`config.mk`:
```
export PLATFORM = sky130hd
export DESIGN_NAME = change_dispenser
export DESIGN_NICKNAME = d
export VERILOG_FILES = /design/src/rtl/change_dispenser.sv
export SDC_FILE = /design/constraint.sdc
export NUM_CORES = 1
export LEC_CHECK = 0
export CAP_MARGIN = 20
export CORE_MARGIN = 8
export CORE_UTILIZATION = 46
export CTS_BUF_LIST = sky130_fd_sc_hd__clkbuf_8 sky130_fd_sc_hd__clkbuf_16
export CTS_CLUSTER_SIZE = 40
export DETAILED_ROUTE_END_ITERATION = 10
export PLACE_DENSITY = 0.82
export SLEW_MARGIN = 20
export SYNTH_ARGS = -nofsm -noshare
export SYNTH_HDL_FRONTEND = slang
export SYNTH_SLANG_ARGS = --single-unit
```
`constraint.sdc`:
```
create_clock -name clk -period 4.5 [get_ports clk]
set_input_delay 0.45 -clock clk [delete_from_list [all_inputs] [get_ports clk]]
set_output_delay 0.45 -clock clk [all_outputs]
set_load 0.01 [all_outputs]
```
`src/rtl/change_dispenser.sv`:
```
// Pays out a change amount as 10/5/1 coins, largest first, within the 10/5 coin stock.
// Coins go to the hopper one per valid/ready handshake; done pulses once the amount is paid.
//
// state | meaning
// ------+---------------------------------------------------------------
// IDLE  | change_ready high, waiting for a change request
// PAY   | presenting the selected coin to the hopper until remaining is 0
// DONE  | one-cycle done pulse, then back to IDLE
module change_dispenser #(
    parameter int unsigned INIT_TEN  = 16,
    parameter int unsigned INIT_FIVE = 16,
    parameter int unsigned STOCK_W   = 16
) (
    input  logic               clk,
    input  logic               reset,
    input  logic               change_valid,
    input  logic [31:0]        change_amount,
    output logic               change_ready,
    output logic               coin_valid,
    output logic [31:0]        coin_value,
    input  logic               coin_ready,
    output logic               done,
    output logic [31:0]        paid_total,
    output logic [STOCK_W-1:0] ten_left,
    output logic [STOCK_W-1:0] five_left
);

    typedef enum logic [1:0] {
        IDLE = 2'd0,
        PAY  = 2'd1,
        DONE = 2'd2
    } state_t;

    state_t      state, state_next;
    logic [31:0] remaining;
    logic [31:0] sel_coin;
    logic        sel_ten;
    logic        sel_five;
    logic        accept;
    logic        handshake;
    logic [31:0] remaining_after;

    // Selection depends only on registered state, so it cannot move while the hopper stalls.
    always_comb begin
        sel_ten  = 1'b0;
        sel_five = 1'b0;
        sel_coin = 32'd1;
        if (remaining >= 32'd10 && ten_left != '0) begin
            sel_ten  = 1'b1;
            sel_coin = 32'd10;
        end else if (remaining >= 32'd5 && five_left != '0) begin
            sel_five = 1'b1;
            sel_coin = 32'd5;
        end
    end

    assign accept          = (state == IDLE) && change_valid;
    assign handshake       = (state == PAY) && coin_ready;
    assign remaining_after = remaining - sel_coin;

    always_comb begin
        state_next   = state;
        change_ready = 1'b0;
        coin_valid   = 1'b0;
        coin_value   = 32'd0;
        done         = 1'b0;
        case (state)
            IDLE: begin
                change_ready = 1'b1;
                if (change_valid) begin
                    state_next = (change_amount == 32'd0) ? DONE : PAY;
                end
            end
            PAY: begin
                coin_valid = 1'b1;
                coin_value = sel_coin;
                if (coin_ready && remaining_after == 32'd0) begin
                    state_next = DONE;
                end
            end
            DONE: begin
                done       = 1'b1;
                state_next = IDLE;
            end
            default: begin
                state_next = IDLE;
            end
        endcase
    end

    always_ff @(posedge clk or negedge reset) begin
        if (!reset) begin
            state <= IDLE;
        end else begin
            state <= state_next;
        end
    end

    always_ff @(posedge clk or negedge reset) begin
        if (!reset) begin
            remaining  <= 32'd0;
            paid_total <= 32'd0;
        end else if (accept) begin
            remaining  <= change_amount;
            paid_total <= 32'd0;
        end else if (handshake) begin
            remaining  <= remaining_after;
            paid_total <= paid_total + sel_coin;
        end
    end

    always_ff @(posedge clk or negedge reset) begin
        if (!reset) begin
            ten_left  <= STOCK_W'(INIT_TEN);
            five_left <= STOCK_W'(INIT_FIVE);
        end else if (handshake) begin
            if (sel_ten) begin
                ten_left <= ten_left - STOCK_W'(1);
            end
            if (sel_five) begin
                five_left <= five_left - STOCK_W'(1);
            end
        end
    end

endmodule

```
Word-level counts from Yosys, hierarchy flattened
Index checks and enable logic that the tools add are counted.

operators by class
  add/subtract/negate cells = 4
  order comparisons = 2
  equality and inequality tests = 4
  multiplexer cells = 17
  reductions and logical operators = 14

operators with widths
  cell                   count
  $mux 32                6
  $logic_not 32->1       2
  $add 32x32->32         1
  $ge 32x3->1 const B    1
  $ge 32x4->1 const B    1
  $reduce_bool 16->1     2
  $sub 16x1->16 const B  2
  $sub 32x32->32         1
  $mux 1                 6
  $mux 2                 3
  $reduce_and 2->1       3
  $logic_and 1x1->1      5
  $pmux 2 s2             1
  $mux 3                 1
  $eq 2x1->1 const B     1
  $eq 2x2->1 const B     1
  $logic_not 2->1        1
  $ne 2x1->1 const B     1
  $ne 2x2->1 const B     1
  $reduce_bool 2->1      1

storage, ports and cells
  register bits after elaboration = 98
  input bits = 36
  logic and storage cells = 46

Logic depth before layout (Yosys ltp)
Gate-level depths: netlist of run 1.

  depth in word-level cells = 9
  depth in mapped cells = 16
  depth with buffers taken out = 14

Worst setup path after synthesis of run 1
OpenSTA, ideal clock, no wires.

  kind = reg2reg
  start = register ten_left[7]
  end = register state[0]
  setup time = 151 ps
  data arrival time = 4411 ps
  required time = 4349 ps
  slack = -62 ps
  cell stages (with the launch flop) = 15
  clock period less this slack = 4562 ps
  cell sequence = dfrtp_1 -> or4_4 -> or4_4 -> nand4bb_4 -> nand2_1 -> clkbuf_1 -> ha_1 -> inv_1 -> fa_1 -> a21o_1 -> a21oi_1 -> and4_1 -> o2111ai_1 -> a2111oi_0 -> o22ai_1

between the ends
  word-level cells in the longest chain between the ends = 8

ends and longest elaborated chain
  item                               RTL line  source
  start: declaration                 24        output logic [STOCK_W-1:0] ten_left,
  start signal: assignment           114       ten_left <= STOCK_W'(INIT_TEN);
  start signal: assignment           118       ten_left <= ten_left - STOCK_W'(1);
  $reduce_bool 16->1                 48        if (remaining >= 32'd10 && ten_left != '0) begin
  $logic_and 1x1->1                  48
  $mux 32                            48
  $sub 32x32->32                     59        assign remaining_after = remaining - sel_coin;
  $logic_not 32->1                   77        if (coin_ready && remaining_after == 32'd0) begin
  $logic_and 1x1->1                  77
  $ne 2x1->1 (no source line)        n/a
  $reduce_and 2->1 (no source line)  n/a
  end signal: assignment             95        state <= state_next;
  end: declaration                   34        state_t state, state_next;

No other way between the ends.
A chain may end at the register's enable or synchronous reset.

Worst setup path after layout of run 1
Ends and elaborated chain as after synthesis.

==> results of run 1 <==
[flip-flops by register name, summed over array words and instances (netlist names)]
name	count
paid_total	32
remaining	32
five_left	16
state	2
ten_left	16
[synth_stat cells (all sizes together) (10+ instances only)]
cell type,number
nor3,25
inv,20
or3,12
a21oi,23
clkbuf,23
dfrtp,96
xnor2,34
nand4,21
nor2,57
a221o,11
nor4,27
buf,31
nand2,60
xor2,19
nand3,28
ha,10
o21ai,24
[area by class of cell]
type	instances	area, um2	area share
Timing Repair Buffer	126	1209	0.1661
Clock buffer	10	239.0	0.03285
Inverter	20	75.07	0.01032
Clock inverter	6	28.78	0.003955
Multi-Input combinational cell	486	3054	0.4198
Tap cell	172	215.2	0.02958
Sequential cell	98	2455	0.3374
[report_power, final]
group          total [mW]  switching (mW)  internal (mW)  leakage, nW
sequential           1.52           0.353           1.17         1.28
clock               0.713           0.331          0.382        0.142
combinational        2.04            1.10          0.939         1.77
total                4.27            1.78           2.49         3.19
[cell families after synthesis]
family	after synthesis
compound gates	112
xor+xnor	53
fa+ha+maj	12
buf+inv	74
flops	98
mux	4
other cells	1
simple gates	277
[worst max-delay path: cells and delay by family, from the launching register on]
family          cells  cell delay (ns)
fa+ha+maj           2             0.63
compound gates      3             0.76
flops               1             0.44
buf+inv             2             0.24
simple gates        7             2.05
[worst paths after layout]
check | startpoint | to | slack (ns) | cells after the start
max in group asynchronous | reset | remaining[16]$_DFFE_PN0P_ | 3.35 | 2
max reg2reg | ten_left[7]$_DFFE_PN0P_ | state[0]$_DFFE_PN0P_ | 0.23 | 14
min reg2reg | five_left[9]$_DFFE_PN0P_ | five_left[9]$_DFFE_PN0P_ | 0.49 | 1
max | ten_left[7]$_DFFE_PN0P_ | state[0]$_DFFE_PN0P_ | 0.23 | 14
min | reset | paid_total[1]$_DFFE_PN0P_ | 0.23 | 1
min in group clk | five_left[9]$_DFFE_PN0P_ | five_left[9]$_DFFE_PN0P_ | 0.49 | 1
[routing by layer]
metal / GRT usage / up-vias
met1: 0.2532 / 2657
met2: 0.3305 / 239
met3: 0.04908 / 31
met5: 0 / -
li1: - / 2461
met4: 0.09510 / 0
==> results.cfg, run 1 <==
[run_status]
status = finished, final reports clean

[synthesis]
synth_xor_area_frac = 0.08148
synth-simple-area-share = 0.2544
synth-compound-area-share = 0.1357
synthesis.area_um2 = 5789
muxShareOfSynthArea = 0.007132
yosysWarnings = 0
synth_top_cell_by_area = dfrtp_1
synth_area_leaders = dfrtp_1 (41%), xnor2_1 (5.0%), nand2_1 (3.9%)
synth_cell_types = 66
yosys.area_share.adder = 0.02853
synth_top_family_by_area = simple AND/OR/NAND/NOR gates
ys_seq_elements = 98
ys_seq_area_frac = 0.4240
synth_edf_count = 0
synthArstFlopShare = 1.000
syn_avg_cell_area_um2 = 9.175
yosysTopAreaCellShare = 0.4150
synthCells = 631
ys.flop_type = dfrtp_1

[cts]
cts_tree = yes
cts.clk_slew.worst_paths_ns = 0.07
numCtsBuffers = 9
cts.sinks = 98
htreeDepth = 3
clock-root-buffer = clkbuf_16
post_cts_resized = 0
cts_hold_buf = 0
cts_max_path_buffers = 2
cts_setup_buffers = 0
clock_latency_ns = 0.35

[placed_design]
dpl_worst_slack_ns = 0.2149
placed_cells = 902
hpwl_mm = 12.62
finalWeightedCongestion = 0.9419
port_buffers = 106
post_dp_cell_area_um2 = 7000

[detailed_routing]
drc = 0
avgRoutedWirePerCell_um = 18.38
wl_met1_mm = 7.190
dr.first_iter.drc_count = 518
route.vias.total = 5388
drtPass1Iterations = 5
wl_met3_mm = 1.284
wirelength_mm = 16.87
ant_nets = 0
dr_wl_met2_mm = 7.995
routed.top_layer = met4
viasPerCell = 5.869

[global_routing]
grt_pass1_wl_mm = 26.88
grt_start_max_net_pins = 74
overflow = 0
grt_pass1_vias = 5215
grt_antenna_before_repair = 0
track_usage = 0.2049

[critical_path]
critPathMaxFanout = 6
crit_chain = or4_4 > or4_4 > nand4bb_4 > nand2_1 > ha_1 > inv_1 > fa_1 > nor4b_1 > nand4b_1 > a2111oi_1 > nand4_1 > a2111oi_1 > buf_4 > o22ai_1
crit_type = flip-flop to flip-flop
cp.required_ns = 4.70
critPathMaxStageDelay_ns = 0.58
cp-end-kind = flip-flop
cp_slowest_cell = or4_4
crit_path_start_kind = flip-flop
critPathArrivalTime_ns = 4.47

[cells_and_area]
final_cell_mix = clkdlybuf4s50_1 (105), dfrtp_1 (96), nand2_1 (60), nor2_1 (57), xnor2_1 (33)
nFillCells = 1136
layout_commonest_cell = clkdlybuf4s50_1
drive_gt1_frac = 0.07507
syn_to_final_growth_pct = 25.68
fin_util = 0.5837
final_cells = 918
nNetsFinal = 789
stdcell_area_um2 = 7276
diodes = 0

[floorplan]
core_area_um2 = 12470
die_w_um = 128.2
die_area_um2 = 16430
initial_core_util = 0.4644
row_count = 41
ios = 135
die_h_um = 128.2

[power_and_ir_drop]
power_density_nw_per_um2 = 587.2
design_power_total_mw = 4.272
power_leakage_nw = 3.185
ir_drop_v = 0.0002432

[sta]
layout_setup_ws_ns = 0.2271
relSlewSlack = 0.3271
rsz0062_at_grt = false
setup_viol = 0
timing.fmax_mhz = 234.0
whs_ns = 0.2318
tightest_slew_ns = 1.006
period_share = 0.9495
period_minus_slack_ns = 4.273
drv_slew = 0
hold_viol_final = 0
tns_ns = 0
skew_ns = 0.01004

[min_path]
hp-class = input pin to async pin

[flow_run]
max-cap-violations = 0
No activity file was read; power rests on OpenSTA's default activity.
==> run 2, diff against run 1 <==
--- a/config.mk
+++ b/config.mk
@@ -12,6 +12,7 @@
 export CTS_CLUSTER_SIZE = 40
 export DETAILED_ROUTE_END_ITERATION = 10
 export PLACE_DENSITY = 0.82
+export REMOVE_ABC_BUFFERS = 1
 export SLEW_MARGIN = 20
 export SYNTH_ARGS = -nofsm -noshare
 export SYNTH_HDL_FRONTEND = slang
==> results.cfg, run 2 (synthesis results as in run 1) <==
[run_status]
status = finished, final reports clean

[global_routing]
grt_pass1_vias = 5383
overflow = 0
grt_antenna_before_repair = 0
grt_pass1_wl_mm = 27.28
track_usage = 0.2051
grt_start_max_net_pins = 63

[cells_and_area]
syn_to_final_growth_pct = 25.93
seq_area_um2 = 2455
multi_input_area_um2 = 3049
layout_commonest_cell = clkdlybuf4s50_1
final_cell_mix = clkdlybuf4s50_1 (105), dfrtp_1 (96), nand2_1 (60), nor2_1 (57), xnor2_1 (33)
nFillCells = 1083
diodes = 0
nNetsFinal = 787
drive_gt1_frac = 0.07392
largestRegisters = paid_total x32, remaining x32

[sta]
rsz0062_at_grt = false
setup_viol = 0
relSlewSlack = 0.3858
period_minus_slack_ns = 4.256
layout_setup_ws_ns = 0.2437
tns_ns = 0
skew_ns = 0.009699
timing.fmax_mhz = 234.9
tightest_slew_ns = 0.9179
hold_viol_final = 0
drv_slew = 0
period_share = 0.9458

[floorplan]
ios = 135
die_h_um = 128.2
core_area_um2 = 12470
row_count = 41
die_area_um2 = 16430
die_w_um = 128.2
initial_core_util = 0.4644

[cts]
cts.sinks = 98
cts_setup_buffers = 0
cts.clk_slew.worst_paths_ns = 0.07
cts_tree = yes
post_cts_resized = 0
htreeDepth = 3
cts_hold_buf = 0
cts_max_path_buffers = 2
numCtsBuffers = 9
clock_latency_ns = 0.35
clock-root-buffer = clkbuf_16

[detailed_routing]
wirelength_mm = 16.75
dr.first_iter.drc_count = 583
drtPass1Iterations = 5
viasPerCell = 5.822
route.vias.total = 5333
drc = 0
avgRoutedWirePerCell_um = 18.28
ant_nets = 0

[critical_path]
cp.required_ns = 4.73
critPathArrivalTime_ns = 4.49
crit_path_start_kind = flip-flop
rrSetupSlack_ns = 0.24
r2r_end = remaining[22]$_DFFE_PN0P_
critPathMaxFanout = 7
reg2regPathDepth = 13
crit_type = flip-flop to flip-flop
r2r-start = ten_left[7]$_DFFE_PN0P_
cp-end-kind = flip-flop

[min_path]
hp-class = input pin to async pin

[flow_run]
max-cap-violations = 0

[power_and_ir_drop]
p_clk_frac = 0.183
power_density_nw_per_um2 = 595.7
p_int_mw = 2.550
switching_share = 0.4128
ir_drop_v = 0.0002934
power_switching_mw = 1.793
combPwrFrac = 0.469
power_leakage_nw = 3.183
power.share.sequential = 0.348
design_power_total_mw = 4.343

[placed_design]
finalWeightedCongestion = 0.9889
port_buffers = 106
dpl_worst_slack_ns = 0.1941
hpwl_mm = 12.57
## run 2: changes by cell type in the layout (fill, tap and decap cells not counted)
cell       delta
buf_4         -2
inv_1         -2
inv_6         +2
a2111oi_0     +1
a2111oi_1     -1
a21oi_1       +1
a21oi_2       -1
bufinv_16     +1
clkinv_2      -1
## run 2: routing by layer
metal,wire length (um),up-vias,track usage
li1,-,2464,-
met1,7171,2624,0.2601
met2,8048,214,0.3330
met3,1118,31,0.04160
met4,408,0,0.08531
met5,0,-,0
## run 2: how the worst max path moves through the flow
stage | start | end | cells past startpoint
after floorplan | ten_left[7]$_DFFE_PN0P_ | state[0]$_DFFE_PN0P_ | 12
after global placement | ten_left[7]$_DFFE_PN0P_ | state[0]$_DFFE_PN0P_ | 13
after detailed placement | ten_left[7]$_DFFE_PN0P_ | state[0]$_DFFE_PN0P_ | 12
after CTS | ten_left[7]$_DFFE_PN0P_ | state[0]$_DFFE_PN0P_ | 12
after global routing | ten_left[7]$_DFFE_PN0P_ | remaining[22]$_DFFE_PN0P_ | 13
final | ten_left[7]$_DFFE_PN0P_ | remaining[22]$_DFFE_PN0P_ | 13
## run 2: critical path, cell delays in order (launching register included)
cell and delay, ns:
dfrtp_1 0.45, or4_4 0.58, or4_4 0.46, nand4bb_4 0.26
a211oi_2 0.25, inv_1 0.11, ha_1 0.36, a21o_1 0.22
a21oi_1 0.30, buf_4 0.22, nand2_1 0.09, nor2_1 0.40
a31oi_1 0.16, a221o_1 0.28
## run 2: layout make-up
type,count,share of cell area
clock inverter,6,0.008752
clock buffer,10,0.03278
sequential,98,0.3367
tap,172,0.02952
timing repair buffer,124,0.1637
multi-input combinational,486,0.4182
inverter,20,0.01030
## run 2: metrics by stage
| step | instance area [um2] | util | cells | hold slack, ns |
|---|---|---|---|---|
| global route | 7291 | 0.5849 | 916 | 0.2367 |
| CTS | 7284 | 0.5844 | 916 | 0.2076 |
| global placement | 6982 | 0.5601 | 900 | 0.4784 |
| finish | 7291 | 0.5849 | 916 | 0.1663 |
| detailed placement | 6982 | 0.5601 | 900 | 0.4870 |
| floorplan | 5572 | - | 604 | 0.1544 |
## run 2: power groups by stage
stage	clock network (mW)	logic, mW	registers (mW)
5_1_grt	0.838	2.23	1.56
6_report	0.796	2.04	1.51
3_5_place_dp	0	2.01	1.52
2_1_floorplan	0	1.12	1.51
4_1_cts	0.801	2.02	1.50
3_3_place_gp	0	1.94	1.50
